$ cat src/rtl/driver_conf_scheduler.sv
// Configuration write scheduler for driver_controller: issues DEFAULT_CONF after reset,
// then hands host words over only inside the inter-slice idle window.
module driver_conf_scheduler #(
   parameter int                    CONF_WIDTH     = 48,
   parameter logic [CONF_WIDTH-1:0] DEFAULT_CONF   = '0,
   parameter int                    BUSY_CYCLES    = 120,
   parameter int                    WINDOW_TIMEOUT = 4096
) (
   input  logic                  clk_lse,
   input  logic                  rst,
   input  logic [CONF_WIDTH-1:0] host_conf,
   input  logic                  host_conf_valid,
   output logic                  host_conf_ready,
   input  logic                  slice_idle,
   input  logic                  position_sync,
   output logic [CONF_WIDTH-1:0] serialized_conf,
   output logic                  new_configuration_ready,
   output logic                  conf_busy,
   output logic                  conf_overwritten,
   output logic                  conf_forced,
   output logic [7:0]            conf_applied_count
);

   // state   | meaning
   // ST_BOOT | first edge after reset, issue DEFAULT_CONF unconditionally
   // ST_IDLE | accepting host words, waiting for an idle window to issue
   // ST_BUSY | driver running its configuration sequence, word held stable
   typedef enum logic [1:0] {ST_BOOT, ST_IDLE, ST_BUSY} state_t;

   localparam int BUSY_W = $clog2(BUSY_CYCLES + 1);
   localparam int WAIT_W = $clog2(WINDOW_TIMEOUT + 1);
   localparam logic [BUSY_W-1:0] BUSY_LAST = BUSY_W'(BUSY_CYCLES - 1);
   localparam logic [WAIT_W-1:0] WAIT_LAST = WAIT_W'(WINDOW_TIMEOUT - 1);

   state_t                  state;
   logic [BUSY_W-1:0]       busy_cnt;
   logic [WAIT_W-1:0]       wait_cnt;
   logic                    pending;
   logic [CONF_WIDTH-1:0]   pending_word;

   logic accept;
   logic window_open;
   logic force_issue;
   logic issue;

   assign accept      = host_conf_valid && host_conf_ready;
   assign window_open = pending && slice_idle && !position_sync;
   assign force_issue = pending && !window_open && (wait_cnt == WAIT_LAST);
   assign issue       = window_open || force_issue;

   always_ff @(posedge clk_lse or posedge rst) begin
      if (rst) begin
         state                   <= ST_BOOT;
         serialized_conf         <= DEFAULT_CONF;
         new_configuration_ready <= 1'b0;
         host_conf_ready         <= 1'b0;
         conf_busy               <= 1'b1;
         conf_overwritten        <= 1'b0;
         conf_forced             <= 1'b0;
         conf_applied_count      <= 8'd0;
         pending                 <= 1'b0;
         pending_word            <= '0;
         wait_cnt                <= '0;
         busy_cnt                <= '0;
      end else begin
         new_configuration_ready <= 1'b0;
         conf_overwritten        <= 1'b0;
         conf_forced             <= 1'b0;
         case (state)
            ST_BOOT: begin
               new_configuration_ready <= 1'b1;
               conf_applied_count      <= conf_applied_count + 8'd1;
               busy_cnt                <= '0;
               state                   <= ST_BUSY;
            end
            ST_BUSY: begin
               if (busy_cnt == BUSY_LAST) begin
                  busy_cnt        <= '0;
                  host_conf_ready <= 1'b1;
                  conf_busy       <= pending;
                  state           <= ST_IDLE;
               end else begin
                  busy_cnt <= busy_cnt + 1'b1;
               end
            end
            ST_IDLE: begin
               if (issue) begin
                  // an accept on the issue edge becomes the next pending word
                  serialized_conf         <= pending_word;
                  new_configuration_ready <= 1'b1;
                  conf_forced             <= force_issue;
                  conf_applied_count      <= conf_applied_count + 8'd1;
                  pending                 <= accept;
                  if (accept) pending_word <= host_conf;
                  wait_cnt                <= '0;
                  busy_cnt                <= '0;
                  host_conf_ready         <= 1'b0;
                  conf_busy               <= 1'b1;
                  state                   <= ST_BUSY;
               end else begin
                  if (accept) begin
                     pending_word     <= host_conf;
                     pending          <= 1'b1;
                     conf_overwritten <= pending;
                  end
                  wait_cnt  <= pending ? wait_cnt + 1'b1 : '0;
                  conf_busy <= pending || accept;
               end
            end
            default: state <= ST_BOOT;
         endcase
      end
   end

endmodule

$ cat config.mk
export PLATFORM = sky130hd
export DESIGN_NAME = driver_conf_scheduler
export DESIGN_NICKNAME = d
export VERILOG_FILES = /design/src/rtl/driver_conf_scheduler.sv
export SDC_FILE = /design/constraint.sdc
export NUM_CORES = 1
export LEC_CHECK = 0
export ABC_AREA = 1
export CELL_PAD_IN_SITES_DETAIL_PLACEMENT = 1
export CELL_PAD_IN_SITES_GLOBAL_PLACEMENT = 1
export CORE_MARGIN = 2
export CORE_UTILIZATION = 41
export DETAILED_ROUTE_END_ITERATION = 6
export MAX_ROUTING_LAYER = met4
export PLACE_DENSITY = 0.95
export SETUP_SLACK_MARGIN = 0.4
export SYNTH_ARGS = -nofsm -noshare
export SYNTH_HDL_FRONTEND = slang
export SYNTH_SLANG_ARGS = --single-unit
$ cat constraint.sdc
create_clock -name clk_lse -period 12.8 [get_ports clk_lse]
set_clock_uncertainty 0.05 [all_clocks]
set_input_delay 3.2 -clock clk_lse [delete_from_list [all_inputs] [get_ports clk_lse]]
set_output_delay 3.2 -clock clk_lse [all_outputs]
set_load 0.03 [all_outputs]
After elaboration in Yosys (flattened, before gate mapping)

Index checks and enable logic that the tools add are counted.

Register bits after elaboration: 132
Input port bits: 53
Output and inout bits: 61
Word-level logic and storage cells: 68

Add/sub/neg operators: 3
Eq/ne operators: 6
Multiplexer cells: 25
Reductions and logical operators: 22

Operators by type and width:

| operator                                                                 | number |
|---|---|
| 13-bit 2-to-1 mux                                                        | 2 |
| 7-bit one-hot mux with 3 select lines                                    | 1 |
| 8-bit one-hot mux with 2 select lines                                    | 1 |
| 7-bit 2-to-1 mux                                                         | 2 |
| 2-bit AND reduction                                                      | 7 |
| 13-bit by 1-bit adder with 13-bit output (second input constant)         | 1 |
| 13-bit by 12-bit equality test with 1-bit output (second input constant) | 1 |
| 1-bit 2-to-1 mux                                                         | 12 |
| 8-bit by 1-bit adder with 8-bit output (second input constant)           | 1 |
| 8-bit 2-to-1 mux                                                         | 1 |
| 7-bit by 1-bit adder with 7-bit output (second input constant)           | 1 |
| 7-bit equality test (second input constant)                              | 1 |
| 1-bit one-hot mux with 2 select lines                                    | 3 |
| 2-bit one-hot mux with 3 select lines                                    | 1 |
| 2-bit nonzero test                                                       | 3 |
| 1-bit logical AND                                                        | 5 |
| 2-bit 2-to-1 mux                                                         | 2 |
| 2-bit != test (second input constant)                                    | 2 |
| 3-bit AND reduction                                                      | 1 |
| 3-bit nonzero test                                                       | 1 |
| 2-bit by 1-bit equality test with 1-bit output (second input constant)   | 1 |
| 2-bit equality test (second input constant)                              | 1 |
| 1-bit zero test                                                          | 2 |
| 2-bit zero test                                                          | 1 |
| 1-bit logical OR                                                         | 2 |

Depth between registers and ports, before layout

Gate-level depths: netlist of run 1.

Depth after elaboration: 8
Depth in mapped cells: 11

Worst setup path before layout of run 1

Ideal clock, no wire load.

Path kind: input port to flip-flop
Start: in slice_idle
End: reg conf_applied_count[5]
Arrival: 4.005 ns
Setup slack: 8.626 ns
Stages on the path: 9
Path buffers: 2
Cell sequence: inv_1 -> nor2_1 -> inv_1 -> nand2_2 -> nand3_4 -> buf_6 -> buf_6 -> nand3_1 -> nand2_1

Word-level cells in the longest chain between the ends: 8

RTL lines:

| element                                  | RTL line | source |
|---|---|---|
| from (decl)                              | 14       | `input logic slice_idle,` |
| 1-bit logical AND (*) (2 in series)      | 47       | `assign window_open = pending && slice_idle && !position_sync;` |
| 1-bit zero test                          | 48       | `assign force_issue = pending && !window_open && (wait_cnt == WAIT_LAST);` |
| 1-bit logical AND (2 in series)          | 48       |  |
| 1-bit logical OR (*)                     | 49       | `assign issue = window_open \|\| force_issue;` |
| 2-bit != test (no source line) (*)       | --       |  |
| 2-bit AND reduction (no source line) (*) | --       |  |
| to (signal assigned)                     | 72       | `conf_applied_count <= conf_applied_count + 8'd1;` |
| to (signal assigned)                     | 92       | `conf_applied_count <= conf_applied_count + 8'd1;` |
| to (decl)                                | 21       | `output logic [7:0] conf_applied_count` |

Mark *: on every way between the ends. The rest lies on a longest branch, timed or not.
A chain may end at the register's enable or synchronous reset.

Worst setup path in the final report of run 1

Start: in slice_idle
End: reg serialized_conf[23]

Word-level cells in the longest chain between the ends: 7

RTL lines:

| element                                  | RTL line | source |
|---|---|---|
| 1-bit logical AND (*) (2 in series)      | 47       |  |
| 1-bit zero test                          | 48       |  |
| 1-bit logical AND (2 in series)          | 48       |  |
| 1-bit logical OR (*)                     | 49       |  |
| 2-bit AND reduction (no source line) (*) | --       |  |
| to (signal assigned)                     | 89       | `serialized_conf <= pending_word;` |
| to (decl)                                | 16       | `output logic [CONF_WIDTH-1:0] serialized_conf,` |

Marked as above.

==> flow_metrics.tcl, run 1 <==
set metrics [dict create \
    max_stage_delay_ns 0.70 \
    final-setup-viol-count 0 \
    hold_viol 0 \
    cts-buffers-inserted 17 \
    avgSynthCellArea_um2 9.30 \
    power.density_nw_per_um2 130 \
    postRouteAntennaNets 0 \
    numClockSinks 132 \
    hp-start "serialized_conf[33]" \
    cts-root-buf "clkbuf_16" \
    port_buffers 113 \
    grt_remaining_overflow 0 \
    synth_top_area_share_pct 59.9 \
    cts_tree "built" \
    synth_area_leader_cell "dfrtp_1" \
    routed_wl_um 14800 \
    tns_ns 0 \
    synth-edff-count 0 \
    wl_per_cell_um 16.7 \
    crit_path_end_kind "flip-flop" \
    first_pass_iters 4 \
    grt_pass1_vias 4931 \
    power_leakage_nw 3.72 \
    regToRegSetupSlack_ns 9.77 \
    clk_latency_ns 0.41 \
    slew_violations 0 \
    crit_top_cell "inv_1" \
    syn_nets 645 \
    critPathTopFamily "simple AND/OR/NAND/NOR gates" \
    synth_warnings 0 \
    area_growth_pct 33.9 \
    fin_hold_ws_ns 0.427 \
    vias 4500 \
    synthesis.area_um2 5480 \
    start_kind "input port" \
    path_clk_slew_ns 0.06 \
    synthArstFlopShare_pct 100 \
    hp-class "reg -> reg" \
    rr_endpoint "pending_word[33]" \
    relSlewSlack_pct 29.3 \
    cts_resized 0 \
    crit_fanout 97 \
    num-nets-final 753 \
    cp.arrival_ns 5.53 \
    grt_first_pass_wirelength_um 24100 \
    antenna_found_initial 0 \
    io_pins 114 \
    cts_max_path_buffers 2 \
    min_delay_path_depth 2 \
    yosys.cell_types.count 33 \
    worst_slew_pin_slew_ns 1.06 \
    synthTopCellsByArea "dfrtp_1, nand2_1, nand3_1" \
    finalCritPeriodShare_pct 41.4 \
    synth_ff_type "dfrtp_1" \
    post_cts_buffers 0 \
    postPlaceCellArea_um2 6710 \
    track_usage_pct 22.1 \
    final_common_cell "dfrtp_1" \
    die_width_um 120 \
    ys_seq_elements 132 \
    drc 0 \
    reg2regPathDepth 5 \
    ir_worst_vdd_uv 91.7 \
    fp.dieH_um 120 \
    core-area_um2 13100 \
    rsz0062_at_grt "false" \
    slowest_stage "nand3_4" \
    grt_max_degree 98 \
    synthCells 589 \
    drv_cap 0 \
    die-area_um2 14300 \
    path_buf_inv 3 \
    status "finished clean" \
    fmax_mhz 189 \
    floorplan.initialDensity_pct 41.7 \
    final_area_um2 7330 \
    drtIter0Drc 246 \
    layout_common_cells "dfrtp_1, nand2_1, clkdlybuf4s50_1" \
    worstPathCellList "clkdlybuf4s50_1, inv_1, nor2_1, inv_1, nand2_2, nand3_4, o21ai_0" \
    critPathKind "in -> reg" \
    cts_hold_buffers 0 \
    layout-drive-gt1-share_pct 6.62 \
    viasPerCell 5.08 \
    gp_congestion 0.774 \
    cp.required_ns 13.03 \
    startpoint "slice_idle" \
    r2r_start "state[1]" \
    place_hpwl_um 9950 \
    row_count 42 \
    htreeDepth 4 \
    finalCriticalPeriod_ns 5.30 \
    min_to "serialized_conf[33]" \
    antenna_cells 0 \
    seq_area_frac_synth_pct 60.4 \
]
## metal layers
layer  track usage, %  vias up  wire, um
met5                -        -         0
met4             9.19        0       354
met3             3.85       29       404
met2             39.8      112      8200
met1             24.3     2252      5820
li1                 -     2107         -
## cells in the mapped netlist (3+ instances only)
| cell | number |
|---|---|
| inv_1 | 66 |
| ha_1 | 3 |
| o21ai_0 | 26 |
| mux2_2 | 4 |
| a21oi_1 | 38 |
| buf_6 | 4 |
| nand4_1 | 6 |
| clkbuf_1 | 10 |
| o21ai_1 | 28 |
| nand3_1 | 57 |
| nor2_1 | 52 |
| xor2_1 | 5 |
| mux2_1 | 6 |
| dfrtp_1 | 131 |
| xnor2_1 | 3 |
| nand2_1 | 119 |
| buf_2 | 10 |
## stage by stage
step	instances	setup WS, ns	total power [mW]	utilization (%)
3_5_place_dp	854	7.13	0.452	51.1
3_3_place_gp	854	7.39	0.451	51.1
6_report	886	7.50	0.950	55.8
5_1_grt	886	7.25	0.979	55.8
2_1_floorplan	589	6.03	0.432	-
4_1_cts	886	7.53	0.957	55.8
## where the power goes
| part | leakage, nW | switching (mW) | internal (mW) |
|---|---|---|---|
| Sequential | 1.54 | 0 | 0.418 |
| Combinational | 1.88 | 0.0121 | 0.0144 |
| Clock | 0.306 | 0.174 | 0.332 |
| Total | 3.72 | 0.186 | 0.764 |
## final cells by class
class	count	area, um^2
Inverter	68	258
Sequential cell	132	3300
Multi-Input combinational cell	364	1790
Clock inverter	8	121
Fill cell	1510	5810
Timing Repair Buffer	114	1140
Tap cell	176	220
Clock buffer	24	502
## tightest hold or removal path, stage by stage, from the launching register on
cell and delay [ns]:
dfrtp_1 0.35, nand2_1 0.06, nand2_1 0.04
## flip-flops by register name, indices dropped and copies added (netlist names)
register	flops
state	2
wait_cnt	13
conf_applied_count	8
pending	1
new_configuration_ready	1
serialized_conf	48
conf_overwritten	1
host_conf_ready	1
conf_forced	1
busy_cnt	7
conf_busy	1
pending_word	48
## how the worst max path moves through the flow
stage | endpoint | depth (start not counted)
after floorplan | busy_cnt[0] | 1
after global placement | serialized_conf[24] | 7
after detailed placement | serialized_conf[23] | 7
after CTS | serialized_conf[23] | 7
after global routing | serialized_conf[23] | 7
final | serialized_conf[23] | 7
## logic make-up (layout without fill, tap and decap cells)
family | count (synthesis) | count (layout) | synth area share [%]
AOI/OAI and AO/OA | 95 | 95 | 8.78
xor gates and xnor gates | 8 | 8 | 1.28
adders and majority gates | 3 | 3 | 0.686
buffers and inverters | 93 | 214 | 7.15
DFF | 132 | 132 | 60.4
muxes | 10 | 10 | 2.06
and+or+nand+nor | 248 | 248 | 19.7
Power figures use the tool's default switching activity.
==> run 2, diff against run 1 <==
Settings changed: CORE_UTILIZATION 41 to 35, PLACE_DENSITY 0.95 to 0.87.
Clock period 12.8 ns to 4.4 ns, I/O delays scaled along.
==> run 2 against run 1 <==
Against the previous run:
- highest routed layer unchanged
- power increased to 2.9 times the previous value
- combinational power increased to 3.0 times the previous value
- flip-flop and latch count unchanged
==> flow_metrics.tcl, run 2 (synthesized netlist as in run 1, its figures left out) <==
set metrics [dict create \
    clk_latency_ns 0.42 \
    antenna_cells 0 \
    grt_remaining_overflow 0 \
    startpoint "state[1]" \
    critPathKind "reg -> reg" \
    drc 0 \
    r2r_start "state[1]" \
    finalCriticalPeriod_ns 3.05 \
    rsz0062_at_grt "false" \
    cp.arrival_ns 3.29 \
    wl_per_cell_um 15.8 \
    reg2regPathDepth 7 \
    cts_max_path_buffers 2 \
    power_leakage_nw 3.71 \
    cp.required_ns 4.64 \
    placedCellCount 891 \
    die_width_um 129 \
    fmax_mhz 328 \
    slowest_stage "nand3_4" \
    cts_tree "built" \
    path_clk_slew_ns 0.06 \
    floorplan.initialDensity_pct 35.9 \
    io_pins 114 \
    reg_top3 "pending_word: 48 flops, serialized_conf: 48 flops, wait_cnt: 13 flops" \
    post_cts_buffers 0 \
    row_count 45 \
    layout-drive-gt1-share_pct 7.16 \
    drtIter0Drc 257 \
    port_buffers 113 \
    viasPerCell 4.80 \
    htreeDepth 4 \
    core-area_um2 15300 \
    cts-buffers-inserted 17 \
    regToRegSetupSlack_ns 1.35 \
    fp.dieH_um 129 \
    postRouteAntennaNets 0 \
    track_usage_pct 19.1 \
    status "finished clean" \
    cts-root-buf "clkbuf_16" \
    critPathTopFamily "buffers and inverters" \
    routed_wl_um 14600 \
    first_pass_iters 4 \
    layout_common_cells "dfrtp_1, nand2_1, clkdlybuf4s50_1" \
    die-area_um2 16700 \
    worstPathCellList "inv_1, nand2_1, inv_2, nand3_4, buf_4, nor2_1, a21oi_1" \
    power.density_nw_per_um2 371 \
    start_kind "flip-flop" \
    area_growth_pct 35.0 \
    tns_ns 0 \
    drv_cap 0 \
    crit_path_end_kind "flip-flop" \
    finalPower_mw 2.74 \
    ir_worst_vdd_uv 273 \
    vias 4430 \
    cp-endpoint "pending_word[0]" \
    hold_viol 0 \
    antenna_found_initial 0 \
    gp_congestion 0.740 \
    finalCritPeriodShare_pct 69.2 \
    grt_pass1_vias 4874 \
    final_cells 923 \
    cts_resized 0 \
    grt_max_degree 133 \
    path_buf_inv 3 \
    numClockSinks 132 \
    num-nets-final 755 \
    relSlewSlack_pct 44.4 \
    cts_hold_buffers 0 \
    worst_slew_pin_slew_ns 0.835 \
    grt_first_pass_wirelength_um 23900 \
    final-setup-viol-count 0 \
    crit_cells 7 \
    slew_violations 0 \
    place_hpwl_um 9870 \
    final_common_cell "dfrtp_1" \
    hp-class "reg -> reg" \
    rr_endpoint "pending_word[0]" \
    post-route-util_pct 48.4 \
    max_stage_delay_ns 0.71 \
    crit_fanout 70 \
]
## run 2: changes by cell type in the layout (fill, tap and decap cells not counted), sizes merged
cell      change
clkbuf        -5
buf           +2
inv           -1
clkinvlp      +4
clkinv        +2
## run 2: metal layers
layer  global-route usage, %  part of all wire (%)  vias up
li1                        -                     -     2113
met4                    8.06                   2.0        0
met3                    3.14                   2.4       17
met5                       -                     0        -
met1                    21.3                    40     2217
met2                    34.0                    55       83
## run 2: per-stage QoR
stage,setup slack [ns],hold WS (ns),instance area [um^2]
global placement,1.28,0.412,6780
finish,1.35,0.426,7390
CTS,1.31,0.434,7390
detailed placement,1.17,0.420,6780
global route,0.998,0.467,7390
floorplan,1.61,0.415,5480
## run 2: where the power goes
part	leakage (nW)	total, mW	switching, mW	internal, mW
combinational	1.88	0.0792	0.0359	0.0433
sequential	1.54	1.21	0	1.21
clock	0.291	1.45	0.529	0.917
total	3.71	2.74	0.565	2.17
## run 2: area by class of cell
cell class / count / area [um^2]
multi-input cells: 364 / 1790
well taps: 211 / 264
repair buffers: 116 / 1170
flip-flops and latches: 132 / 3300
clock inverters: 13 / 158
inverters: 68 / 259
fillers: 1728 / 7870
clock buffers: 19 / 453
## run 2: worst reg2reg max path, cell delays in order (launching register included)
cell and delay, ns:
dfrtp_1 0.39, inv_1 0.31, nand2_1 0.27, inv_2 0.43, nand3_4 0.71, buf_4 0.53, nor2_1 0.16, a21oi_1 0.08
## run 2: worst min path at each step
stage                                    from             endpoint  cells past startpoint
after floorplan              pending_word[32]     pending_word[32]                      1
after global placement    serialized_conf[33]  serialized_conf[33]                      2
after detailed placement  serialized_conf[33]  serialized_conf[33]                      2
after CTS                 serialized_conf[33]  serialized_conf[33]                      2
after global routing      serialized_conf[23]  serialized_conf[23]                      2
final                     serialized_conf[33]  serialized_conf[33]                      2
==> run 3, diff against run 2 <==
Settings changed: CORE_UTILIZATION 35 to 38, PLACE_DENSITY 0.87 to 0.9.
Clock period 4.4 ns to 2.9 ns, I/O delays scaled along.
==> run 3 against run 2 <==
Against the previous run:
- worst hold slack better by 0.0085 ns
- sequential share of layout area down 0.076 points
- first-iteration DRC count up 9.7%
- setup slack got worse by 0.88 ns
- utilization up 4.5 points
- routed wire length decreased by 1.7%
- critical path type is now reg -> out
- highest routed layer unchanged
==> flow_metrics.tcl, run 3 (synthesized netlist as in run 1, its figures left out) <==
set metrics [dict create \
    status "finished clean" \
    cts-buffers-inserted 17 \
    vias 4475 \
    floorplan.initialDensity_pct 39.1 \
    die_width_um 124 \
    routed_wl_um 14400 \
    num-nets-final 756 \
    final-setup-viol-count 0 \
    power_leakage_nw 3.75 \
    viasPerCell 5.01 \
    htreeDepth 4 \
    numClockSinks 132 \
    gp_congestion 0.882 \
    cts_hold_buffers 0 \
    crit_path_end_kind "output port" \
    cts-root-buf "clkbuf_16" \
    fp.dieH_um 124 \
    path_clk_slew_ns 0.05 \
    track_usage_pct 20.5 \
    final_common_cell "dfrtp_1" \
    cts_tree "built" \
    layout_common_cells "dfrtp_1, nand2_1, clkdlybuf4s50_1" \
    first_pass_iters 4 \
    hold_viol 0 \
    ir_worst_vdd_uv 424 \
    ff_latch_area_um2 3300 \
    critPathKind "reg -> out" \
    layout-drive-gt1-share_pct 7.01 \
    drc 0 \
    cts_resized 0 \
    slew_violations 0 \
    antenna_found_initial 1 \
    core-area_um2 14000 \
    die-area_um2 15400 \
    grt_remaining_overflow 0 \
    post-route-util_pct 52.9 \
    place_hpwl_um 10000 \
    nFillCells 1584 \
    wl_per_cell_um 16.1 \
    fmax_mhz 412 \
    cts_max_path_buffers 2 \
    slowest_stage "clkdlybuf4s50_1" \
    max_stage_delay_ns 0.68 \
    grt_pass1_vias 4835 \
    multi_input_comb_area_um2 1790 \
    grt_max_degree 133 \
    critPathTopFamily "buffers and inverters" \
    relSlewSlack_pct 52.9 \
    rsz0062_at_grt "false" \
    port_buffers 113 \
    power.density_nw_per_um2 571 \
    finalCriticalPeriod_ns 2.43 \
    clk_latency_ns 0.42 \
    area_growth_pct 35.2 \
    hp-class "reg -> reg" \
    grt_first_pass_wirelength_um 23400 \
    cp.arrival_ns 1.65 \
    path_buf_inv 1 \
    post_cts_buffers 0 \
    io_pins 114 \
    start_kind "flip-flop" \
    cp.required_ns 2.12 \
    reg_top3 "pending_word: 48 flops, serialized_conf: 48 flops, wait_cnt: 13 flops" \
    tns_ns 0 \
    finalCritPeriodShare_pct 83.7 \
    worstPathCellList "clkdlybuf4s50_1" \
    worst_slew_pin_slew_ns 0.707 \
    crit_fanout 2 \
    drv_cap 0 \
    drtIter0Drc 282 \
    row_count 43 \
    postRouteAntennaNets 0 \
]
[run 3: cell count changes in the layout (fill, tap and decap cells not counted), moves of 2 or more]
cell and change:
clkinv_4 -2, clkinvlp_4 -3, buf_12 +2, clkbuf_1 +2
[run 3: worst paths after layout]
| check | from | to | slack (ns) | cells after the start |
|---|---|---|---|---|
| worst max-delay path | conf_busy | conf_busy | 0.47 | 1 |
| worst min-delay path | serialized_conf[33] | serialized_conf[33] | 0.43 | 2 |
| worst max register to register | state[1] | conf_applied_count[5] | 0.75 | 7 |
| worst min register to register | serialized_conf[33] | serialized_conf[33] | 0.43 | 2 |
| max in group asynchronous | rst | conf_applied_count[2] | 1.47 | 3 |
| min in group asynchronous | rst | pending_word[34] | 0.80 | 3 |
[run 3: layout make-up]
class,instances,area share (%)
antenna,1,0.0338
timing repair buffer,117,16.2
tap,180,3.04
sequential,132,44.6
clock buffer,22,6.41
multi-input combinational,364,24.1
inverter,68,3.50
clock inverter,10,2.06
[run 3: power by group]
| part | internal [mW] | switching, mW |
|---|---|---|
| clock | 1.50 | 0.770 |
| sequential | 1.84 | 0 |
| combinational | 0.0657 | 0.0540 |
| total | 3.41 | 0.824 |
[run 3: metrics by stage]
stage / cells / area [um^2] / power [mW] / setup WS (ns) / hold WS (ns)
5_1_grt: 894 / 7400 / 4.37 / 0.426 / 0.468
2_1_floorplan: 589 / 5480 / 1.91 / 0.489 / 0.415
6_report: 894 / 7400 / 4.23 / 0.472 / 0.435
4_1_cts: 893 / 7400 / 4.29 / 0.441 / 0.443
3_3_place_gp: 861 / 6770 / 2.00 / 0.565 / 0.420
3_5_place_dp: 861 / 6770 / 2.00 / 0.433 / 0.429
[run 3: layer usage]
metal | track usage [%] | wire length (um) | up-vias | part of all wire [%]
li1 | - | - | 2117 | -
met1 | 23.0 | 5780 | 2241 | 40
met2 | 35.2 | 7780 | 93 | 54
met3 | 4.67 | 473 | 24 | 3.3
met4 | 8.71 | 314 | 0 | 2.2
met5 | - | 0 | - | 0
